**config.mk**
```make
export PLATFORM = sky130hd
export DESIGN_NAME = mem_port_responder
export DESIGN_NICKNAME = d
export VERILOG_FILES = /design/src/rtl/mem_port_responder.sv
export SDC_FILE = /design/constraint.sdc
export NUM_CORES = 1
export LEC_CHECK = 0
export CORE_UTILIZATION = 41
export CTS_CLUSTER_DIAMETER = 150
export DETAILED_ROUTE_END_ITERATION = 10
export PLACE_DENSITY = 0.79
export SLEW_MARGIN = 20
export SYNTH_ARGS = -nofsm -noshare
export SYNTH_HDL_FRONTEND = slang
export SYNTH_SLANG_ARGS = --single-unit
export TNS_END_PERCENT = 20
```
**constraint.sdc**
```tcl
create_clock -name clk -period 1.9 [get_ports clk]
set_input_delay 0.38 -clock clk [delete_from_list [all_inputs] [get_ports clk]]
set_output_delay 0.38 -clock clk [all_outputs]
set_load 0.03 [all_outputs]
```
**src/rtl/mem_port_responder.sv**
```systemverilog
// mem_port_responder
//
// Memory-side responder for the multicycle TSC CPU control path. The control
// unit raises a level read (fetch / LWD) or write (SWD) request and holds it;
// this block runs a fixed-latency access on an external synchronous memory
// and answers with a one-cycle o_ready pulse (plus read data for reads).
//
// Ports:
//   clk        system clock, rising edge
//   reset_n    asynchronous active-low reset
//   i_read     read request, held by the CPU until o_ready
//   i_write    write request, held by the CPU until o_ready (wins over i_read)
//   i_addr     request address
//   i_wdata    write data
//   o_rdata    read data, valid with o_ready and held afterwards
//   o_ready    one-cycle completion pulse
//   o_busy     high whenever the FSM is not IDLE
//   mem_addr   registered memory address
//   mem_read   registered memory read strobe
//   mem_write  registered memory write strobe
//   mem_wdata  registered memory write data
//   mem_rdata  memory read data, valid on the final access cycle
//
// Optional feature (macro MEM_RBUF_EN): a single-entry read buffer holding the
// last read address, its data and a valid bit. A read hit answers directly
// from the buffer with o_ready in the cycle after the request edge and no
// memory strobe. Without the macro every read takes the full LATENCY path.

module mem_port_responder #(
  parameter int WORD_SIZE = 16,
  parameter int LATENCY   = 2,
  parameter int CNT_W     = 4
) (
  input  logic                 clk,
  input  logic                 reset_n,
  input  logic                 i_read,
  input  logic                 i_write,
  input  logic [WORD_SIZE-1:0] i_addr,
  input  logic [WORD_SIZE-1:0] i_wdata,
  output logic [WORD_SIZE-1:0] o_rdata,
  output logic                 o_ready,
  output logic                 o_busy,
  output logic [WORD_SIZE-1:0] mem_addr,
  output logic                 mem_read,
  output logic                 mem_write,
  output logic [WORD_SIZE-1:0] mem_wdata,
  input  logic [WORD_SIZE-1:0] mem_rdata
);

  typedef enum logic [1:0] {
    IDLE   = 2'd0,
    ACCESS = 2'd1,
    RESP   = 2'd2
  } state_t;

  localparam logic [CNT_W-1:0] CNT_LOAD = CNT_W'(LATENCY - 1);
  localparam logic [CNT_W-1:0] CNT_ONE  = CNT_W'(1);

  state_t               state_q;
  logic [CNT_W-1:0]     cnt_q;
  logic [WORD_SIZE-1:0] rdata_q;
  logic                 ready_q;
  logic [WORD_SIZE-1:0] memAddr_q;
  logic [WORD_SIZE-1:0] memWdata_q;
  logic                 memRead_q;
  logic                 memWrite_q;
  logic                 bufHit;
  logic [WORD_SIZE-1:0] bufRdata;
  logic                 accessDone;

  // The last access cycle is the one where the wait counter has run out.
  assign accessDone = (state_q == ACCESS) && (cnt_q == '0);

`ifdef MEM_RBUF_EN
  logic                 bufValid_q;
  logic [WORD_SIZE-1:0] bufTag_q;
  logic [WORD_SIZE-1:0] bufData_q;

  assign bufHit   = bufValid_q && (i_addr == bufTag_q);
  assign bufRdata = bufData_q;

  // Completed memory reads refill the buffer; a completed write to the tagged
  // address keeps the buffered copy coherent with memory.
  always_ff @(posedge clk or negedge reset_n) begin
    if (!reset_n) begin
      bufValid_q <= 1'b0;
      bufTag_q   <= '0;
      bufData_q  <= '0;
    end else if (accessDone) begin
      if (memRead_q) begin
        bufValid_q <= 1'b1;
        bufTag_q   <= memAddr_q;
        bufData_q  <= mem_rdata;
      end else if (memWrite_q && bufValid_q && (memAddr_q == bufTag_q)) begin
        bufData_q  <= memWdata_q;
      end
    end
  end
`else
  assign bufHit   = 1'b0;
  assign bufRdata = '0;
`endif

  // Main FSM. All outputs are registered here, so the asynchronous reset drops
  // the memory strobes immediately and discards any pending access.
  always_ff @(posedge clk or negedge reset_n) begin
    if (!reset_n) begin
      state_q    <= IDLE;
      cnt_q      <= '0;
      rdata_q    <= '0;
      ready_q    <= 1'b0;
      memAddr_q  <= '0;
      memWdata_q <= '0;
      memRead_q  <= 1'b0;
      memWrite_q <= 1'b0;
    end else begin
      ready_q <= 1'b0;
      case (state_q)
        IDLE: begin
          if (i_write) begin
            memAddr_q  <= i_addr;
            memWdata_q <= i_wdata;
            memWrite_q <= 1'b1;
            cnt_q      <= CNT_LOAD;
            state_q    <= ACCESS;
          end else if (i_read && bufHit) begin
            rdata_q <= bufRdata;
            ready_q <= 1'b1;
            state_q <= RESP;
          end else if (i_read) begin
            memAddr_q  <= i_addr;
            memWdata_q <= i_wdata;
            memRead_q  <= 1'b1;
            cnt_q      <= CNT_LOAD;
            state_q    <= ACCESS;
          end
        end
        ACCESS: begin
          if (cnt_q != '0) begin
            cnt_q <= cnt_q - CNT_ONE;
          end else begin
            if (memRead_q) begin
              rdata_q <= mem_rdata;
            end
            memRead_q  <= 1'b0;
            memWrite_q <= 1'b0;
            ready_q    <= 1'b1;
            state_q    <= RESP;
          end
        end
        RESP: begin
          state_q <= IDLE;
        end
        default: begin
          state_q <= IDLE;
        end
      endcase
    end
  end

  assign o_rdata   = rdata_q;
  assign o_ready   = ready_q;
  assign o_busy    = (state_q != IDLE);
  assign mem_addr  = memAddr_q;
  assign mem_read  = memRead_q;
  assign mem_write = memWrite_q;
  assign mem_wdata = memWdata_q;

endmodule
```
Yosys cells after proc, flatten, opt, wreduce, memory -nomap -nowiden
Index checks and enable logic that the tools add are counted.

Output and inout port bits: 52. Flip-flop bits (word level): 57.

Equal/unequal tests: 7. Mux-type cells: 20. Add/subtract/negate cells: 1. Reductions and logical operators: 11. Bitwise gates (word level): 1.

Operators with widths (number): 16-bit two-way mux (4); 4-bit two-way mux (3); 3-bit AND reduction (3); 2-bit inequality test (second input constant) (4); 4-bit one-hot mux with 2 select lines (1); 1-bit two-way mux (6); 2-bit two-way mux (3); 2-bit nonzero test (3); 1-bit one-hot mux with 2 select lines (2); 2-bit one-hot mux with 2 select lines (1); 2-bit AND reduction (2); 4-bit AND reduction (1); 4-bit nonzero test (1); 4-bit by 1-bit subtractor with 4-bit output (second input constant) (1); 3-bit inequality test (second input constant) (1); 2-bit by 1-bit equality test with 1-bit output (second input constant) (1); 2-bit logical NOT (1); 2-bit by 1-bit inequality test with 1-bit output (second input constant) (1); 1-bit NOT (1).

Logic depth before layout (Yosys ltp)
Depth after elaboration: 3. Mapped depth: 6. Depth with buffers taken out: 5.

Least setup slack after synthesis
No wires, ideal clock.

Kind: flip-flop to flip-flop. Start: register cnt_q[0]. End: register rdata_q[10] (netlist: o_rdata[10]). Arrival: 1.498 ns. Clock period less this slack: 1.623 ns. Stages on the path, launching flop included: 7. Slack: 0.277 ns. Data required time: 1.775 ns. Buffers on the path: 1. Path through: dfrtp_1 > inv_1 > ha_1 > nor3b_4 > nand3_4 > buf_6 > mux2_4.

Cells in the longest elaborated chain, start to end: 3.

RTL lines: start, declared (line 60) `logic [CNT_W-1:0] cnt_q;`; start signal, assigned (line 140) `cnt_q <= cnt_q - CNT_ONE;`; 4-bit nonzero test (line 139) `if (cnt_q != '0) begin`; 1-bit NOT (no line); 3-bit AND reduction (no line); end signal, assigned (line 127) `rdata_q <= bufRdata;`; end signal, assigned (line 143) `rdata_q <= mem_rdata;`; end, declared (line 61) `logic [WORD_SIZE-1:0] rdata_q;`.

Every way passes these cells. A chain may end at the register's enable or synchronous reset.

Final worst setup path
Start: register memRead_q (netlist: mem_read). End: output mem_read.

RTL lines: start, declared (line 65) `logic memRead_q;`; start signal, assigned (line 114) `memRead_q <= 1'b0;`; start signal, assigned (line 133) `memRead_q <= 1'b1;`; start signal, assigned (line 145) `memRead_q <= 1'b0;`; end, declared (line 44) `output logic mem_read,`.

No word-level cell between the ends.

==> flow_metrics.tcl <==
set metrics [dict create \
    run_status "completed" \
    timing.critical_path.from "mem_read" \
    timing_worst_slew_pin_value_ns 0.350 \
    layout_common_cells "clkdlybuf4s50_1 (101), dfrtp_1 (57), mux2_2 (36), clkbuf_8 (11), mux2_4 (10)" \
    full_die_area_mm2 0.00586 \
    cts_made_buffers 9 \
    cts_max_path_buffers 2 \
    finalCriticalPeriod_ns 1.83 \
    setup.worst_path.end_class "output port" \
    cts.repair.resized 1 \
    static_power_due_to_leakage_nw 1.53 \
    cts-root-buf "clkbuf_8" \
    floorplan.initialDensity_pct 43.5 \
    antennaDiodeCount 0 \
    cellPowerDensity_mw_per_mm2 1980 \
    worst_r2r_startpoint "cnt_q[0]" \
    die_w_um 76.5 \
    r2r_cells 5 \
    synth.net_count 199 \
    fin_worst_skew_ns 0.00751 \
    route.detailed.drc 0 \
    avgRoutedWirePerCell_um 15.2 \
    path_buf_inv 1 \
    flow.area_growth_from_synthesis_pct 57.5 \
    worstSetupStartpointType "flop" \
    setup-violations-final 0 \
    fmax_mhz 546 \
    hold_viol_final 0 \
    worstPathCellList "clkdlybuf4s50_1" \
    synth-seq-area-share_pct 62.6 \
    master_of_the_slowest_instance_on_the_critical_path "clkdlybuf4s50_1" \
    critical_path_peak_fanout 3 \
    placed_cell_area_mm2 0.00339 \
    globalRoute.totalOverflow 0 \
    cts.hold.buffers_added 0 \
    tritoncts "done" \
    layout.cell_area.non_filler_mm2 0.00359 \
    clock_sink_count 57 \
    power.total_mw 7.11 \
    report.final.slew_viol_count 0 \
    cap_violations 0 \
    grt_pass1_wl_um 8250 \
    synth-simple-area-share_pct 4.78 \
    fin_tns_setup_ns 0 \
    drt_pass1_iterations 4 \
    io_pins 104 \
    grt_usage_pct 18.9 \
    slack_of_the_worst_reg_to_reg_path_ns 0.14 \
    synth_area_per_cell_um2 15.7 \
    post-cts-setup-buffer-count 0 \
    final_common_cell "clkdlybuf4s50_1" \
    crit_family "buffers and inverters" \
    cts_clk_pin_slew_worst_paths_ns 0.06 \
    final_min_period_over_clock_period_pct 96.4 \
    fillCellCount 366 \
    ys.warnings.count 0 \
    clock_insertion_delay_worst_skew_ns 0.33 \
    multiInputGateArea_um2 792 \
    sequential_cell_area_mm2 0.00143 \
    worst-setup-path-type "flop to output port" \
    synthDistinctLibCells 27 \
    r2r_end "o_rdata[5]" \
    route.detailed.vias_per_inst 4.73 \
    post_synth_mux_area_share_pct 25.4 \
    die_y_um 76.5 \
    gpl.final_weighted_congestion 0.703 \
    main_combinational_cell_family_by_area_after_synthesis "multiplexers" \
    cp.depth 1 \
    hpwl_detailed_um 3580 \
    grt_antenna_before_repair 0 \
    hold_class "input port to async pin" \
    grt_setup_unrepaired "false" \
    synth_cells 145 \
    vias_in_the_first_global_route 1641 \
    synth_xor_area_share_pct 0 \
    worst_ep_required_time_ns 1.52 \
    vdd_drop_max_v 0.000819 \
    netlist_area_mm2 0.00228 \
    port_buffers 103 \
    fin_nets 310 \
    detailedRoute.firstIterationViolations 77 \
    number_of_core_rows 26 \
    critical_path.max_stage_delay_ns 0.72 \
    worstPathArrival_ns 1.45 \
    synth_adder_area_share_pct 1.10 \
    postRouteWirelength_um 5020 \
    core_region_area_mm2 0.00524 \
    routed-via-count 1562 \
    antenna_left 0 \
    h-tree-depth 3 \
    synth-compound-area-share_pct 3.51 \
    critical_path.endpoint "mem_read" \
    post_route_cells_drive_above_1_share_pct 25.8 \
    grt_start_max_net_pins 58 \
    dp_slack_ns 0.0886 \
    synth-seq-cells 57 \
    max_slew_margin_pct 76.6 \
    finalWorstSetupSlack_ns 0.0686 \
]
## cells by family (layout without fill, tap and decap cells)
family / count (synthesis) / in the layout
DFF: 57 / 57
muxes: 48 / 48
and+or+nand+nor: 15 / 15
AOI/OAI and AO/OA: 12 / 12
buffers and inverters: 11 / 126
adders and majority gates: 2 / 2
## sequential cells by signal (all words and copies together) (netlist names)
register   cells
mem_write      1
mem_read       1
state_q        2
o_rdata       16
o_ready        1
mem_addr      16
mem_wdata     16
cnt_q          4
## synthesized netlist by cell type
master     n  area, um^2
inv_1      6        22.5
nand3_4    1        17.5
o221ai_1   1        8.76
o21a_1     1        7.51
o21ai_0    4        20.0
o31ai_1    1        7.51
nor4_1     1        6.26
mux2_2    36         405
buf_6      1        11.3
nor2_2     1        6.26
nand2b_1   1        6.26
a31oi_1    1        6.26
o211ai_1   2        15.0
mux2_4    10         150
or3b_2     1        8.76
nand3_1    1        5.00
nor3b_4    1        18.8
mux2_1     2        22.5
nor2_1     5        18.8
and2b_1    2        15.0
o31a_1     1        8.76
nor2b_1    1        6.26
ha_1       2        25.0
o22ai_1    1        6.26
dfrtp_1   57        1430
clkbuf_1   1        3.75
buf_4      3        22.5
## cell type report
type / count / share of cell area [%]
Clock buffer: 12 / 4.32
Timing Repair Buffer: 105 / 29.7
Sequential cell: 57 / 39.7
Tap cell: 70 / 2.44
Multi-Input combinational cell: 77 / 22.1
Clock inverter: 3 / 1.12
Inverter: 6 / 0.628
## per-stage QoR
stage          utilization [%]  hold WS, ns  cells
2_1_floorplan                -       0.0844    145
3_3_place_gp              64.8        0.407    315
3_5_place_dp              64.8        0.409    315
4_1_cts                   68.5       0.0432    330
5_1_grt                   68.5       0.0595    330
6_report                  68.5       0.0406    330
## routing by layer
metal | track usage, % | vias up | wire, um
li1 | - | 732 | -
met1 | 21.4 | 776 | 1990
met2 | 31.9 | 43 | 2710
met3 | 5.15 | 11 | 191
met4 | 11.2 | 0 | 122
met5 | 0 | - | 0
## worst min path at each step
stage | start | end | slack (ns) | cells after the start
final | reset_n | mem_addr[10] | 0.04 | 2
after floorplan | reset_n | cnt_q[0] | 0.08 | 0
after global routing | reset_n | mem_addr[10] | 0.06 | 2
after CTS | reset_n | cnt_q[1] | 0.04 | 2
after detailed placement | reset_n | mem_addr[9] | 0.41 | 2
after global placement | reset_n | mem_addr[10] | 0.41 | 2
## report_power, final
group,leakage [nW],internal [mW],switching (mW)
registers,0.671,1.84,0.345
logic,0.759,1.84,1.98
clock network,0.102,0.666,0.449
total,1.53,4.34,2.77
Note: power is estimated with default switching activity, not from simulation.
